## src/rtl/ctrl_mc_pkg.sv

```systemverilog
// Shared encodings for the ctrl_mc multi-cycle controller: FSM states, opcodes and mux selects.
package ctrl_mc_pkg;

  typedef enum logic [2:0] {
    StReady    = 3'd0,
    StIfetch   = 3'd1,
    StExec     = 3'd2,
    StWb       = 3'd3,
    StDread    = 3'd4,
    StDwrite   = 3'd5,
    StIrqEnter = 3'd6,
    StIrqAck   = 3'd7
  } state_e;

  localparam logic [6:0] OpLui    = 7'b0110111;
  localparam logic [6:0] OpAuipc  = 7'b0010111;
  localparam logic [6:0] OpOpImm  = 7'b0010011;
  localparam logic [6:0] OpOp     = 7'b0110011;
  localparam logic [6:0] OpJal    = 7'b1101111;
  localparam logic [6:0] OpJalr   = 7'b1100111;
  localparam logic [6:0] OpBranch = 7'b1100011;
  localparam logic [6:0] OpLoad   = 7'b0000011;
  localparam logic [6:0] OpStore  = 7'b0100011;
  localparam logic [6:0] OpMret   = 7'b1110011;

  localparam logic [2:0] PcPlus4   = 3'd0;
  localparam logic [2:0] PcRel     = 3'd1;
  localparam logic [2:0] PcReg     = 3'd2;
  localparam logic [2:0] PcIrq     = 3'd3;
  localparam logic [2:0] PcRestore = 3'd4;

  localparam logic [1:0] ASelQ0   = 2'd0;
  localparam logic [1:0] ASelPc   = 2'd1;
  localparam logic [1:0] ASelZero = 2'd2;

  localparam logic [1:0] BSelQ1   = 2'd0;
  localparam logic [1:0] BSelImm  = 2'd1;
  localparam logic [1:0] BSelFour = 2'd2;

  localparam logic [1:0] AluC00 = 2'b00;
  localparam logic [1:0] AluC01 = 2'b01;
  localparam logic [1:0] AluC10 = 2'b10;
  localparam logic [1:0] AluC11 = 2'b11;

  function automatic int unsigned id_width(int unsigned n);
    return (n > 1) ? int'($clog2(n)) : 1;
  endfunction

endpackage

```

## src/rtl/irq_prio_enc.sv

```systemverilog
// Lowest-index-wins priority encoder over the active interrupt lines.
module irq_prio_enc
  import ctrl_mc_pkg::*;
#(
  parameter int unsigned  N   = 4,
  localparam int unsigned IdW = id_width(N)
) (
  input  logic [N-1:0]   i_req,
  output logic [IdW-1:0] o_id,
  output logic           o_valid
);

  // Scan downwards so the lowest set index is the last one written.
  always_comb begin
    o_id    = '0;
    o_valid = 1'b0;
    for (int i = int'(N) - 1; i >= 0; i--) begin
      if (i_req[i]) begin
        o_id    = IdW'(i);
        o_valid = 1'b1;
      end
    end
  end

endmodule

```

## src/rtl/ctrl_mc.sv

```systemverilog
// Multi-cycle control FSM: fetch, execute, memory, write-back and precise interrupt entry.
// Define CTRL_BUS_TIMEOUT_EN to build the bus-wait watchdog that drives bus_fault.
module ctrl_mc
  import ctrl_mc_pkg::*;
#(
  parameter int unsigned  N_IRQ       = 4,
  parameter int unsigned  TIMEOUT_CYC = 15,
  localparam int unsigned IdW         = id_width(N_IRQ)
) (
  input  logic             CLK,
  input  logic             RES,
  input  logic [6:0]       opcode,
  output logic             instr_req,
  input  logic             instr_gnt,
  input  logic             instr_r_valid,
  output logic             data_req,
  output logic             data_write_enable,
  input  logic             data_gnt,
  input  logic             data_r_valid,
  output logic             pc_enable,
  output logic [2:0]       pc_mode,
  output logic [1:0]       alu_a_sel,
  output logic [1:0]       alu_b_sel,
  output logic [1:0]       ALUOp,
  output logic             write_enable,
  output logic             alu_dm_select,
  input  logic [N_IRQ-1:0] irq,
  input  logic [N_IRQ-1:0] irq_mask,
  input  logic             irq_status,
  output logic             irq_status_update,
  output logic             irq_context,
  output logic             bckup_reg,
  output logic             irq_ack,
  output logic [IdW-1:0]   irq_ack_id,
  output logic             bus_fault
);

  state_e           r_state, w_state_nxt;
  logic [2:0]       r_pc_mode;
  logic [IdW-1:0]   r_irq_id, w_enc_id;
  logic [N_IRQ-1:0] w_irq_act;
  logic             w_enc_valid, w_irq_pend, w_fault;

  assign w_irq_act  = irq & irq_mask;
  assign w_irq_pend = w_enc_valid & ~irq_status;

  irq_prio_enc #(.N(N_IRQ)) u_prio (
    .i_req  (w_irq_act),
    .o_id   (w_enc_id),
    .o_valid(w_enc_valid)
  );

`ifdef CTRL_BUS_TIMEOUT_EN
  logic       w_wait;
  logic [7:0] r_cnt;

  // A cycle counts only while the FSM is stalled on a bus handshake.
  assign w_wait = !RES && (
      (r_state == StReady  && !w_irq_pend && !instr_gnt) ||
      (r_state == StIfetch && !instr_r_valid) ||
      (r_state == StExec   && (opcode == OpLoad || opcode == OpStore) && !data_gnt) ||
      ((r_state == StDread || r_state == StDwrite) && !data_r_valid));
  assign w_fault = w_wait && (r_cnt == 8'(TIMEOUT_CYC - 1));

  always_ff @(posedge CLK) begin
    if (RES)                     r_cnt <= '0;
    else if (w_wait && !w_fault) r_cnt <= r_cnt + 8'd1;
    else                         r_cnt <= '0;
  end
`else
  assign w_fault = 1'b0;
`endif

  always_comb begin
    w_state_nxt       = r_state;
    instr_req         = 1'b0;
    data_req          = 1'b0;
    data_write_enable = 1'b0;
    pc_enable         = 1'b0;
    pc_mode           = PcPlus4;
    alu_a_sel         = ASelQ0;
    alu_b_sel         = BSelQ1;
    ALUOp             = AluC00;
    write_enable      = 1'b0;
    alu_dm_select     = 1'b0;
    irq_status_update = 1'b0;
    irq_context       = 1'b0;
    bckup_reg         = 1'b0;
    irq_ack           = 1'b0;
    irq_ack_id        = '0;
    bus_fault         = 1'b0;
    if (RES) begin
      w_state_nxt = StReady;
    end else begin
      unique case (r_state)
        StReady: begin
          if (w_irq_pend) begin
            w_state_nxt = StIrqEnter;
          end else begin
            instr_req = 1'b1;
            if (instr_gnt) w_state_nxt = StIfetch;
          end
        end
        StIfetch: if (instr_r_valid) w_state_nxt = StExec;
        StExec: begin
          case (opcode)
            OpLui: begin
              alu_a_sel = ASelZero; alu_b_sel = BSelImm; ALUOp = AluC10;
              write_enable = 1'b1; w_state_nxt = StWb;
            end
            OpAuipc: begin
              alu_a_sel = ASelPc; alu_b_sel = BSelImm; ALUOp = AluC10;
              write_enable = 1'b1; w_state_nxt = StWb;
            end
            OpOpImm: begin
              alu_a_sel = ASelQ0; alu_b_sel = BSelImm; ALUOp = AluC00;
              write_enable = 1'b1; w_state_nxt = StWb;
            end
            OpOp: begin
              alu_a_sel = ASelQ0; alu_b_sel = BSelQ1; ALUOp = AluC01;
              write_enable = 1'b1; w_state_nxt = StWb;
            end
            OpJal: begin
              alu_a_sel = ASelPc; alu_b_sel = BSelFour; ALUOp = AluC11;
              write_enable = 1'b1; pc_mode = PcRel; w_state_nxt = StWb;
            end
            OpJalr: begin
              alu_a_sel = ASelPc; alu_b_sel = BSelFour; ALUOp = AluC10;
              write_enable = 1'b1; pc_mode = PcReg; w_state_nxt = StWb;
            end
            OpBranch: begin
              alu_a_sel = ASelQ0; alu_b_sel = BSelQ1; ALUOp = AluC11;
              pc_enable = 1'b1; pc_mode = PcRel; w_state_nxt = StReady;
            end
            OpLoad: begin
              alu_a_sel = ASelQ0; alu_b_sel = BSelImm; ALUOp = AluC00;
              data_req = 1'b1;
              if (data_gnt) w_state_nxt = StDread;
            end
            OpStore: begin
              alu_a_sel = ASelQ0; alu_b_sel = BSelImm; ALUOp = AluC01;
              data_req = 1'b1; data_write_enable = 1'b1;
              if (data_gnt) w_state_nxt = StDwrite;
            end
            OpMret: begin
              pc_enable = 1'b1; pc_mode = PcRestore; irq_status_update = 1'b1;
              irq_context = 1'b0; w_state_nxt = StReady;
            end
            // Illegal opcodes are skipped by stepping the PC.
            default: begin
              pc_enable = 1'b1; pc_mode = PcPlus4; w_state_nxt = StReady;
            end
          endcase
        end
        StWb: begin
          pc_enable = 1'b1; pc_mode = r_pc_mode; w_state_nxt = StReady;
        end
        StDread: begin
          alu_a_sel = ASelQ0; alu_b_sel = BSelImm; ALUOp = AluC00;
          if (data_r_valid) begin
            write_enable = 1'b1; alu_dm_select = 1'b1; w_state_nxt = StWb;
          end
        end
        StDwrite: begin
          if (data_r_valid) begin
            pc_enable = 1'b1; pc_mode = PcPlus4; w_state_nxt = StReady;
          end
        end
        StIrqEnter: begin
          pc_enable = 1'b1; pc_mode = PcIrq; bckup_reg = 1'b1;
          irq_status_update = 1'b1; irq_context = 1'b1; w_state_nxt = StIrqAck;
        end
        StIrqAck: begin
          irq_ack = 1'b1; irq_ack_id = r_irq_id; w_state_nxt = StReady;
        end
        default: w_state_nxt = StReady;
      endcase
      if (w_fault) begin
        instr_req = 1'b0; data_req = 1'b0; data_write_enable = 1'b0;
        bus_fault = 1'b1; w_state_nxt = StReady;
      end
    end
  end

  always_ff @(posedge CLK) begin
    if (RES) begin
      r_state   <= StReady;
      r_pc_mode <= PcPlus4;
      r_irq_id  <= '0;
    end else begin
      r_state <= w_state_nxt;
      if (r_state == StExec)     r_pc_mode <= pc_mode;
      if (r_state == StIrqEnter) r_irq_id  <= w_enc_id;
    end
  end

endmodule
```

## config.mk

```make
export PLATFORM = sky130hd
export DESIGN_NAME = ctrl_mc
export DESIGN_NICKNAME = d
export VERILOG_FILES = /design/src/rtl/ctrl_mc_pkg.sv /design/src/rtl/irq_prio_enc.sv /design/src/rtl/ctrl_mc.sv
export SDC_FILE = /design/constraint.sdc
export NUM_CORES = 1
export LEC_CHECK = 0
export CAP_MARGIN = 20
export CELL_PAD_IN_SITES_DETAIL_PLACEMENT = 1
export CELL_PAD_IN_SITES_GLOBAL_PLACEMENT = 1
export CORE_MARGIN = 8
export CORE_UTILIZATION = 24
export CTS_BUF_LIST = sky130_fd_sc_hd__clkbuf_4 sky130_fd_sc_hd__clkbuf_8
export DETAILED_ROUTE_END_ITERATION = 8
export GPL_TIMING_DRIVEN = 0
export PLACE_DENSITY = 0.86
export SYNTH_ARGS = -nofsm -noshare
export SYNTH_HDL_FRONTEND = slang
export SYNTH_SLANG_ARGS = --single-unit
```

## constraint.sdc

```tcl
create_clock -name CLK -period 1.6 [get_ports CLK]
set_input_delay 0.24 -clock CLK [delete_from_list [all_inputs] [get_ports CLK]]
set_output_delay 0.24 -clock CLK [all_outputs]
set_load 0.02 [all_outputs]
```

Yosys cells after proc, flatten, opt, wreduce, memory -nomap -nowiden
Index checks and enable logic that the tools add are counted.
- multiplexer cells: 56
- bitwise gates (word level): 3
- equality and inequality tests: 23
- reductions and logical operators: 13
- operators by type and width (cell ; count):
    $eq 7x7->1 const B ; 4
    $pmux 3 s3 ; 3
    $mux 1 ; 26
    $mux 3 ; 8
    $mux 2 ; 11
    $eq 7x6->1 const B ; 3
    $pmux 3 s7 ; 1
    $eq 7x5->1 const B ; 2
    $eq 3x3->1 const B ; 4
    $pmux 2 s2 ; 3
    $reduce_or 2->1 ; 6
    $ne 3x3->1 const B ; 3
    $reduce_or 8->1 ; 1
    $eq 7x2->1 const B ; 1
    $eq 3x2->1 const B ; 2
    $ne 2x2->1 const B ; 3
    $pmux 2 s3 ; 1
    $reduce_and 6->1 ; 1
    $reduce_or 3->1 ; 2
    $reduce_or 6->1 ; 1
    $reduce_or 5->1 ; 1
    $and 4x4->4 ; 1
    $pmux 1 s2 ; 2
    $eq 3x1->1 const B ; 1
    other kinds (4) ; 4
- word-level logic and storage cells: 98
- bits of input ports: 22
- bits in registers: 8
- output and inout port bits: 22

Longest topological paths before layout
Gate-level depths: netlist of the first run.
- word-level depth: 9
- mapped depth: 6
- depth with buffers taken out: 5

Hierarchy
Synthesis of the first run repeated with hierarchy kept, for this count alone.
- cells, all modules: 131
- area total of the unflattened synthesis: 917.1 um^2
- modules (own cells, without submodules) (module ; cells each ; times used ; area an instance (um^2) ; seq. area each (um^2)):
    ctrl_mc ; 124 ; 1 ; 882.1 ; 160.2
    irq_prio_enc ; 7 ; 1 ; 35.0 ; 0.0

Worst setup path before layout of the first run
No wires, ideal clock.
- path kind: register to output
- start: register r_state[0]
- end: output alu_a_sel[1]
- arrival: 1628 ps
- slack: -268 ps
- cell stages (with the launch flop): 6
- required time: 1360 ps
- buffers on the path: 2
- cell sequence: dfxtp_1 nand2b_1 clkbuf_1 or3_1 clkbuf_1 nor3_1
- word-level cells in the longest chain between the ends: 3
- RTL lines (what ; RTL line ; RTL):
    start: declaration ; ctrl_mc.sv:38 ; state_e r_state, w_state_nxt;
    start signal: assignment ; ctrl_mc.sv:187 ; r_state <= StReady;
    start signal: assignment ; ctrl_mc.sv:191 ; r_state <= w_state_nxt;
    $eq 3x2->1 ; ctrl_mc.sv:95 ; unique case (r_state)
    $mux 2 ; ctrl_mc.sv:95 ;
    $mux 2 ; ctrl_mc.sv:92 ; if (RES) begin
    end: declaration ; ctrl_mc.sv:22 ; output logic [1:0] alu_a_sel,
Every way passes these cells.

Worst setup path after layout of the first run
Ends and elaborated chain as after synthesis.

==> impl_metrics.csv, run 1 <==
group,metric,value,unit
run_status,status,"finished, violations left",
run_status,violations,"setup timing",
final_layout,stdcell_area,2070,um^2
floorplanning,initial_core_util,24.9,%
logic_synthesis,syn_area,831,um^2
detailed_routing,first_pass_iters,4,
logic_synthesis,yosys_warnings,0,
sta,hold_violations,0,
logic_synthesis,post_synth.cell_area_avg,6.65,um^2
setup_path,ff2ff_path_depth,7,
floorplanning,dieArea,5600,um^2
sta,fmax,0.517,GHz
detailed_routing,ant_nets,0,
placed_design,gp_congestion,0.819,
final_layout,n_antenna_cell,0,
cts,htree_levels,1,
sta,slew_violations,0,
logic_synthesis,synth_ff_type,"dfxtp_1",
floorplanning,ios,44,
detailed_routing,vias,1398,
logic_synthesis,synth_top_area_share,19.3,%
logic_synthesis,yosysTopAreaCell,"dfxtp_1",
setup_path,path_class,"register to primary output",
sta,setup_ws,-0.333,ns
floorplanning,core_region_area,3340,um^2
logic_synthesis,ys_async_sr_fraction,0,%
power_and_ir_drop,finalPower,2.21,mW
detailed_routing,avgRoutedWirePerCell,25.8,um
placed_design,place_area,1430,um^2
final_layout,post-route-util,62.0,%
setup_path,crit_path_start,"r_state[0]",
floorplanning,std_cell_rows,21,
floorplanning,die_w,74.8,um
sta,period_minus_slack,1.93,ns
detailed_routing,drtIter0Drc,79,
placed_design,io_buffers,42,
placed_design,dp_hpwl,2900,um
cts,clk_path_buf_depth,2,
power_and_ir_drop,power_density,1070,nW/um^2
setup_path,r2r-start,"r_state[0]",
grt,antenna_found_initial,0,
worst_hold_path,hold_path.class,"primary input to register",
sta,rsz0062_at_grt,"yes",
setup_path,rrSetupSlack,-0.09,ns
power_and_ir_drop,peakVddDrop,435,uV
setup_path,critical_path_required,1.36,ns
cts,clkSinkCount,8,
setup_path,endpoint,"alu_a_sel[1]",
cts,clk-insertion-delay-late,0.27,ns
cts,cts_tree,"yes",
placed_design,pre_cts_ws,-1.29,ns
sta,setup_viol,22,
setup_path,endpoint_kind,"primary output",
setup_path,r2r_end,"r_state[0]",
placed_design,place_inst,213,
sta,timing.hold.ws,0.395,ns
job,max_cap_violations,0,
sta,period_share,121,%
final_layout,drive_above_1_share,66.8,%
logic_synthesis,syn_nets,147,
power_and_ir_drop,p_leak,0.832,nW
logic_synthesis,synth_area_leaders,"dfxtp_1 (19%), a21oi_1 (9.0%), nor2_1 (8.1%)",
final_layout,nets,223,
cts,clockRootBuffer,"clkbuf_4",
grt,grt_pass1_vias,1516,
final_layout,fin_cells,245,
cts,cts_hold_buf,0,
logic_synthesis,ys_ff_latch,8,
sta,finalSetupTns,-3.30,ns
setup_path,cp_max_fo,5,
logic_synthesis,yosysSeqAreaShare,19.3,%
logic_synthesis,ys_types,38,
final_layout,area_delta_synth_final,149,%
grt,grt_pass1_wl,8150,um
logic_synthesis,netlist_instances,125,
detailed_routing,wl,6330,um
detailed_routing,via_per_inst,5.71,
setup_path,start_kind,"register",
cts,clk_pin_slew,0.06,ns
logic_synthesis,synth_edf_count,0,
grt,grt_max_degree,11,
floorplanning,fp.dieH,74.8,um
sta,skew,0.00676,ns
cts,cts_buffers,3,
detailed_routing,drc_errors,0,
setup_path,worstPathArrival,1.69,ns
grt,overflow,0,
grt,grtUsageTotal,19.4,%
final_layout,n_fill_cell,389,
-- placed cells by master, fill, tap and decap left out, types with 5 or more instances in the layout --
| cell | netlist | layout |
|---|---|---|
| a21oi_1 | 15 | 8 |
| buf_2 | 1 | 6 |
| buf_4 | 2 | 30 |
| buf_6 | 0 | 20 |
| buf_8 | 0 | 5 |
| clkdlybuf4s50_1 | 0 | 5 |
| dfxtp_1 | 8 | 5 |
| dlygate4sd2_1 | 0 | 9 |
| nand2_1 | 11 | 9 |
| nand2b_4 | 0 | 5 |
| nor2_1 | 18 | 6 |
| nor2_2 | 0 | 5 |
| nor2_4 | 0 | 7 |
-- where the power goes --
group | switching, mW | internal [mW] | total (mW)
Sequential | 0.0604 | 0.253 | 0.314
Clock | 0.0970 | 0.0872 | 0.184
Combinational | 0.888 | 0.820 | 1.71
-- final cells by class --
class | instances | area, um^2 | share of cell area, %
multi-input combinational | 103 | 1020 | 49.5
timing repair buffer | 73 | 663 | 32.0
sequential | 8 | 169 | 8.16
buffer | 8 | 118 | 5.68
tap | 46 | 57.6 | 2.78
clock buffer | 3 | 22.5 | 1.09
inverter | 4 | 15.0 | 0.726
-- sequential cells by signal (all words and copies together) (netlist names) --
signal	cells
r_pc_mode	3
r_state	3
r_irq_id	2
-- synthesized netlist by cell type (all sizes together), types with 2 or more instances --
master / number
o32ai: 2
a32oi: 2
nor2: 18
o21bai: 3
a22o: 2
nor2b: 4
a31oi: 2
and2: 2
or3b: 2
or3: 3
inv: 4
nand2: 11
nand3b: 2
o21ai: 3
o311ai: 2
nor3: 5
dfxtp: 8
or2: 2
and3: 2
nand2b: 7
a21oi: 15
buf: 3
a211oi: 3
clkbuf: 7
-- worst min path at each step --
stage                           start            to  cells past startpoint
final                       opcode[3]  r_pc_mode[1]                      5
after detailed placement  r_irq_id[1]   r_irq_id[1]                      2
after global routing        opcode[3]  r_pc_mode[1]                      5
after floorplan           r_irq_id[1]   r_irq_id[1]                      2
after CTS                   opcode[3]  r_pc_mode[1]                      5
after global placement    r_irq_id[1]   r_irq_id[1]                      2
-- critical path, cell delays in order, from the launching register on --
cell	delay, ns
dfxtp_4	0.36
nand2b_4	0.15
or3_4	0.41
clkbuf_16	0.19
nor3_4	0.17
buf_6	0.14
-- timing repair --
action,in CTS,in global routing
buffers inserted,19,12
endpoints found under the setup margin,26,23
resized for setup,212,42
gates cloned,2,0
pin swaps,21,15
-- kinds of logic after synthesis --
| family | after synthesis | synth area share, % |
|---|---|---|
| AO/OA/AOI/OAI | 38 | 31.2 |
| buffers and inverters | 14 | 7.38 |
| flip-flops | 8 | 19.3 |
| multiplexers | 1 | 1.20 |
| other | 1 | 0.451 |
| AND/OR/NAND/NOR | 63 | 40.5 |
-- layer usage --
layer / track usage, % / routed length, um / part of all wire [%]
met5: 0 / 0 / 0
met4: 5.43 / 289 / 4.6
met3: 3.46 / 427 / 6.7
met2: 38.9 / 3160 / 50
met1: 19.3 / 2460 / 39
(Power assumes the default switching activity.)
==> run 2: changes to the inputs <==
--- a/config.mk
+++ b/config.mk
@@ -12,7 +12,6 @@
 export CORE_UTILIZATION = 24
 export CTS_BUF_LIST = sky130_fd_sc_hd__clkbuf_4 sky130_fd_sc_hd__clkbuf_8
 export DETAILED_ROUTE_END_ITERATION = 8
-export GPL_TIMING_DRIVEN = 0
 export PLACE_DENSITY = 0.86
 export SYNTH_ARGS = -nofsm -noshare
 export SYNTH_HDL_FRONTEND = slang
==> impl_metrics.csv, run 2 (same netlist as run 1, synthesis figures left out) <==
group,metric,value,unit
job,max_cap_violations,0,
floorplanning,dieArea,5600,um^2
sta,finalSetupTns,-1.97,ns
cts,clockRootBuffer,"clkbuf_4",
detailed_routing,dr_wl_met2,3220,um
setup_path,start_kind,"register",
placed_design,io_buffers,42,
grt,grt_pass1_wl,7710,um
cts,cts_buffers,3,
sta,skew,0.00682,ns
power_and_ir_drop,power_density,1000,nW/um^2
cts,clk_pin_slew,0.05,ns
power_and_ir_drop,finalPower,2.17,mW
detailed_routing,vias,1403,
floorplanning,std_cell_rows,21,
sta,period_share,113,%
sta,setup_ws,-0.209,ns
setup_path,endpoint_kind,"primary output",
floorplanning,fp.dieH,74.8,um
run_status,violations,"setup timing",
final_layout,area_delta_synth_final,161,%
setup_path,rrSetupSlack,-0.12,ns
final_layout,layout_common_cells,"buf_4 (45), buf_6 (31), nand2_1 (8), a21oi_1 (8), dlymetal6s2s_1 (8)",
detailed_routing,avgRoutedWirePerCell,22.6,um
detailed_routing,ant_nets,0,
run_status,status,"finished, violations left",
setup_path,critical_path_required,1.36,ns
cts,cts_tree,"yes",
grt,grtUsageTotal,17.9,%
grt,grt_pass1_vias,1512,
detailed_routing,via_per_inst,5.42,
final_layout,nets,237,
worst_hold_path,hold_path.class,"primary input to register",
sta,slew_violations,0,
setup_path,cp_max_fo,9,
floorplanning,core_region_area,3340,um^2
grt,grt_max_degree,18,
placed_design,dp_hpwl,3260,um
final_layout,stdcell_area,2170,um^2
final_layout,drive_above_1_share,70.0,%
grt,antenna_found_initial,0,
detailed_routing,wl_met1,2040,um
detailed_routing,met3_length,308,um
floorplanning,die_w,74.8,um
sta,period_minus_slack,1.81,ns
power_and_ir_drop,p_leak,0.943,nW
power_and_ir_drop,peakVddDrop,374,uV
detailed_routing,first_pass_iters,4,
grt,overflow,0,
detailed_routing,top_layer_used,"met4",
floorplanning,initial_core_util,24.9,%
final_layout,n_fill_cell,381,
cts,htree_levels,1,
final_layout,final_common_cell,"buf_4",
sta,fmax,0.553,GHz
detailed_routing,drc_errors,0,
cts,cts_hold_buf,0,
detailed_routing,wl,5840,um
cts,clk_path_buf_depth,2,
sta,hold_violations,0,
sta,setup_viol,17,
floorplanning,ios,44,
placed_design,gp_congestion,0.855,
final_layout,n_antenna_cell,0,
detailed_routing,drtIter0Drc,50,
final_layout,top_regs,"r_pc_mode x3, r_state x3, r_irq_id x2",
setup_path,path_class,"register to primary output",
placed_design,place_area,1660,um^2
cts,clkSinkCount,8,
setup_path,worstPathArrival,1.57,ns
sta,rsz0062_at_grt,"yes",
cts,clk-insertion-delay-late,0.26,ns
-- run 2: cell count changes in the layout (fill, tap and decap cells not counted), sizes merged --
cell and delta:
clkbuf -5, dlygate4sd2 -7, dlymetal6s2s +8, buf +19, clkdlybuf4s50 -1
-- run 2: layout make-up --
| class | count | area [um^2] | area share [%] |
|---|---|---|---|
| clock buffer | 3 | 22.5 | 1.04 |
| multi-input combinational | 103 | 1010 | 46.7 |
| tap | 46 | 57.6 | 2.66 |
| sequential | 8 | 166 | 7.68 |
| timing repair buffer | 95 | 895 | 41.3 |
| inverter | 4 | 15.0 | 0.693 |
-- run 2: timing repair --
action / 4_1_cts / 5_1_grt
gates resized for setup: 187 / 55
endpoints found under the setup margin: 24 / 24
pin swaps: 18 / 25
endpoints found under the hold margin: 0 / 0
buffers inserted: 11 / 7
-- run 2: worst max-delay path, cell delays in order, from the launching register on --
cell and delay, ns:
dfxtp_2 0.33, nand2b_4 0.14, or3_4 0.34, buf_12 0.16, nor3_4 0.18, buf_6 0.14
-- run 2: path summary, 6_finish.rpt --
check              start           end  cells past startpoint
max           r_state[0]  alu_a_sel[1]                      5
min          irq_mask[0]   r_irq_id[0]                      4
max reg2reg   r_state[1]    r_state[2]                      8
min reg2reg  r_irq_id[1]   r_irq_id[1]                      2
-- run 2: routing by layer --
metal / vias to the layer above / track usage [%]
li1: 628 / -
met5: - / 0
met4: 0 / 3.91
met3: 24 / 4.53
met1: 692 / 17.5
met2: 59 / 36.0
-- run 2: metrics by stage --
stage               setup slack (ns)  util, %  hold slack (ns)  cells
finish                        -0.209     64.9            0.418    259
floorplan                    -0.0645        -            0.427    125
detailed placement             -1.06     49.6            0.447    239
global route                  -0.240     64.9            0.466    259
CTS                           -0.161     57.3            0.452    253
global placement              -0.930     49.6            0.439    239
-- run 2: where the power goes --
part	leakage, nW	internal [mW]	total [mW]	switching (mW)
combinational	0.863	0.852	1.70	0.852
clock	0.0138	0.0865	0.165	0.0781
sequential	0.0665	0.252	0.300	0.0485
==> run 3: changes to the inputs <==
==> constraint.sdc (replaced) <==
create_clock -name CLK -period 1.6 [get_ports CLK]
set_input_delay 0.32 -clock CLK [delete_from_list [all_inputs] [get_ports CLK]]
set_output_delay 0.32 -clock CLK [all_outputs]
set_load 0.02 [all_outputs]
==> impl_metrics.csv, run 3 (same netlist as run 1, synthesis figures left out) <==
group,metric,value,unit
power_and_ir_drop,peakVddDrop,643,uV
setup_path,start_kind,"register",
power_and_ir_drop,p_leak,0.906,nW
detailed_routing,first_pass_iters,4,
grt,grt_max_degree,14,
final_layout,top_regs,"r_pc_mode x3, r_state x3, r_irq_id x2",
cts,clk-insertion-delay-late,0.29,ns
detailed_routing,drtIter0Drc,70,
cts,clk_path_buf_depth,2,
final_layout,area_delta_synth_final,161,%
cts,clk_pin_slew,0.06,ns
final_layout,n_antenna_cell,0,
floorplanning,initial_core_util,24.9,%
setup_path,critPathMaxStageDelay,0.34,ns
setup_path,critPathBufInv,2,
run_status,status,"finished, violations left",
final_layout,nets,239,
sta,setup_ws,-0.332,ns
power_and_ir_drop,power_density,954,nW/um^2
sta,fmax,0.518,GHz
placed_design,gp_congestion,0.842,
floorplanning,core_region_area,3340,um^2
cts,cts_tree,"yes",
detailed_routing,avgRoutedWirePerCell,23.5,um
sta,rsz0062_at_grt,"yes",
setup_path,path_delay_family,"simple AND/OR/NAND/NOR gates",
floorplanning,dieArea,5600,um^2
floorplanning,std_cell_rows,21,
sta,period_minus_slack,1.93,ns
setup_path,cp_max_fo,9,
detailed_routing,wl,6140,um
placed_design,io_buffers,42,
sta,skew,0.00727,ns
floorplanning,ios,44,
setup_path,path_cells,"nand2b_4 > or3_4 > buf_12 > o22ai_4 > buf_6",
final_layout,drive_above_1_share,68.4,%
worst_hold_path,hold_path.class,"primary input to register",
grt,grtUsageTotal,21.8,%
run_status,violations,"setup timing",
floorplanning,die_w,74.8,um
setup_path,endpoint_kind,"primary output",
cts,cts_buffers,3,
detailed_routing,vias,1429,
sta,hold_violations,0,
grt,grt_pass1_wl,8980,um
sta,finalSetupTns,-4.57,ns
sta,period_share,121,%
final_layout,final_common_cell,"buf_4",
grt,grt_pass1_vias,1629,
detailed_routing,via_per_inst,5.48,
setup_path,slowest_stage,"dfxtp_2",
grt,overflow,0,
grt,antenna_found_initial,0,
final_layout,layout_common_cells,"buf_4 (50), buf_6 (25), nand2_1 (9)",
power_and_ir_drop,finalPower,2.07,mW
sta,slew_violations,0,
sta,timing.hold.ws,0.465,ns
final_layout,stdcell_area,2170,um^2
setup_path,path_class,"register to primary output",
detailed_routing,ant_nets,0,
cts,cts_hold_buf,0,
cts,htree_levels,1,
job,max_cap_violations,0,
placed_design,dp_hpwl,3970,um
floorplanning,fp.dieH,74.8,um
setup_path,critical_path_required,1.28,ns
sta,setup_viol,24,
cts,clockRootBuffer,"clkbuf_4",
setup_path,worstPathArrival,1.61,ns
detailed_routing,drc_errors,0,
placed_design,place_area,1810,um^2
cts,clkSinkCount,8,
run 3: metrics by stage:
step                utilization, %  worst slack (ns)  std cells
floorplan                        -            -0.114        125
global placement              54.1             -1.07        244
detailed placement            54.1             -1.23        244
CTS                           60.6            -0.314        255
global route                  64.9            -0.366        261
finish                        64.9            -0.332        261
run 3: worst min-delay path, stage by stage:
cell and delay [ns]:
dlymetal6s2s_1 0.11, a211oi_1 0.08, a21oi_1 0.13, nor2_1 0.06
run 3: final cells by class:
cell class,instances,area (um^2)
clock buffers,3,22.5
fillers,389,1170
inverters,4,15.0
multi-input cells,103,1000
flip-flops and latches,8,165
well taps,46,57.6
repair buffers,97,901
run 3: final timing paths:
path / startpoint / end / slack [ns] / cells past startpoint
min reg2reg: r_irq_id[0] / r_irq_id[0] / 0.53 / 2
max reg2reg: r_state[2] / r_state[1] / -0.07 / 7
min: irq[0] / r_irq_id[0] / 0.47 / 4
max: r_state[0] / alu_b_sel[0] / -0.33 / 5
run 3: routing by layer:
layer,part of all wire [%],vias up,GRT usage (%),routed length (um)
met5,0,-,0,0
met4,6.5,0,13.3,400
met3,5.5,34,4.13,335
met2,53,62,41.0,3240
met1,35,700,21.5,2160
li1,-,633,-,-
run 3: power by group:
group,total [mW],switching [mW],internal (mW)
clock,0.181,0.0936,0.0874
sequential,0.317,0.0665,0.250
combinational,1.57,0.798,0.770
run 3: timing repair:
action                     in CTS  in global routing
buffers inserted                8                  6
pin swaps                      20                 12
setup endpoints to repair      26                 25
gates resized for setup       187                 30
gates cloned                    0                  0
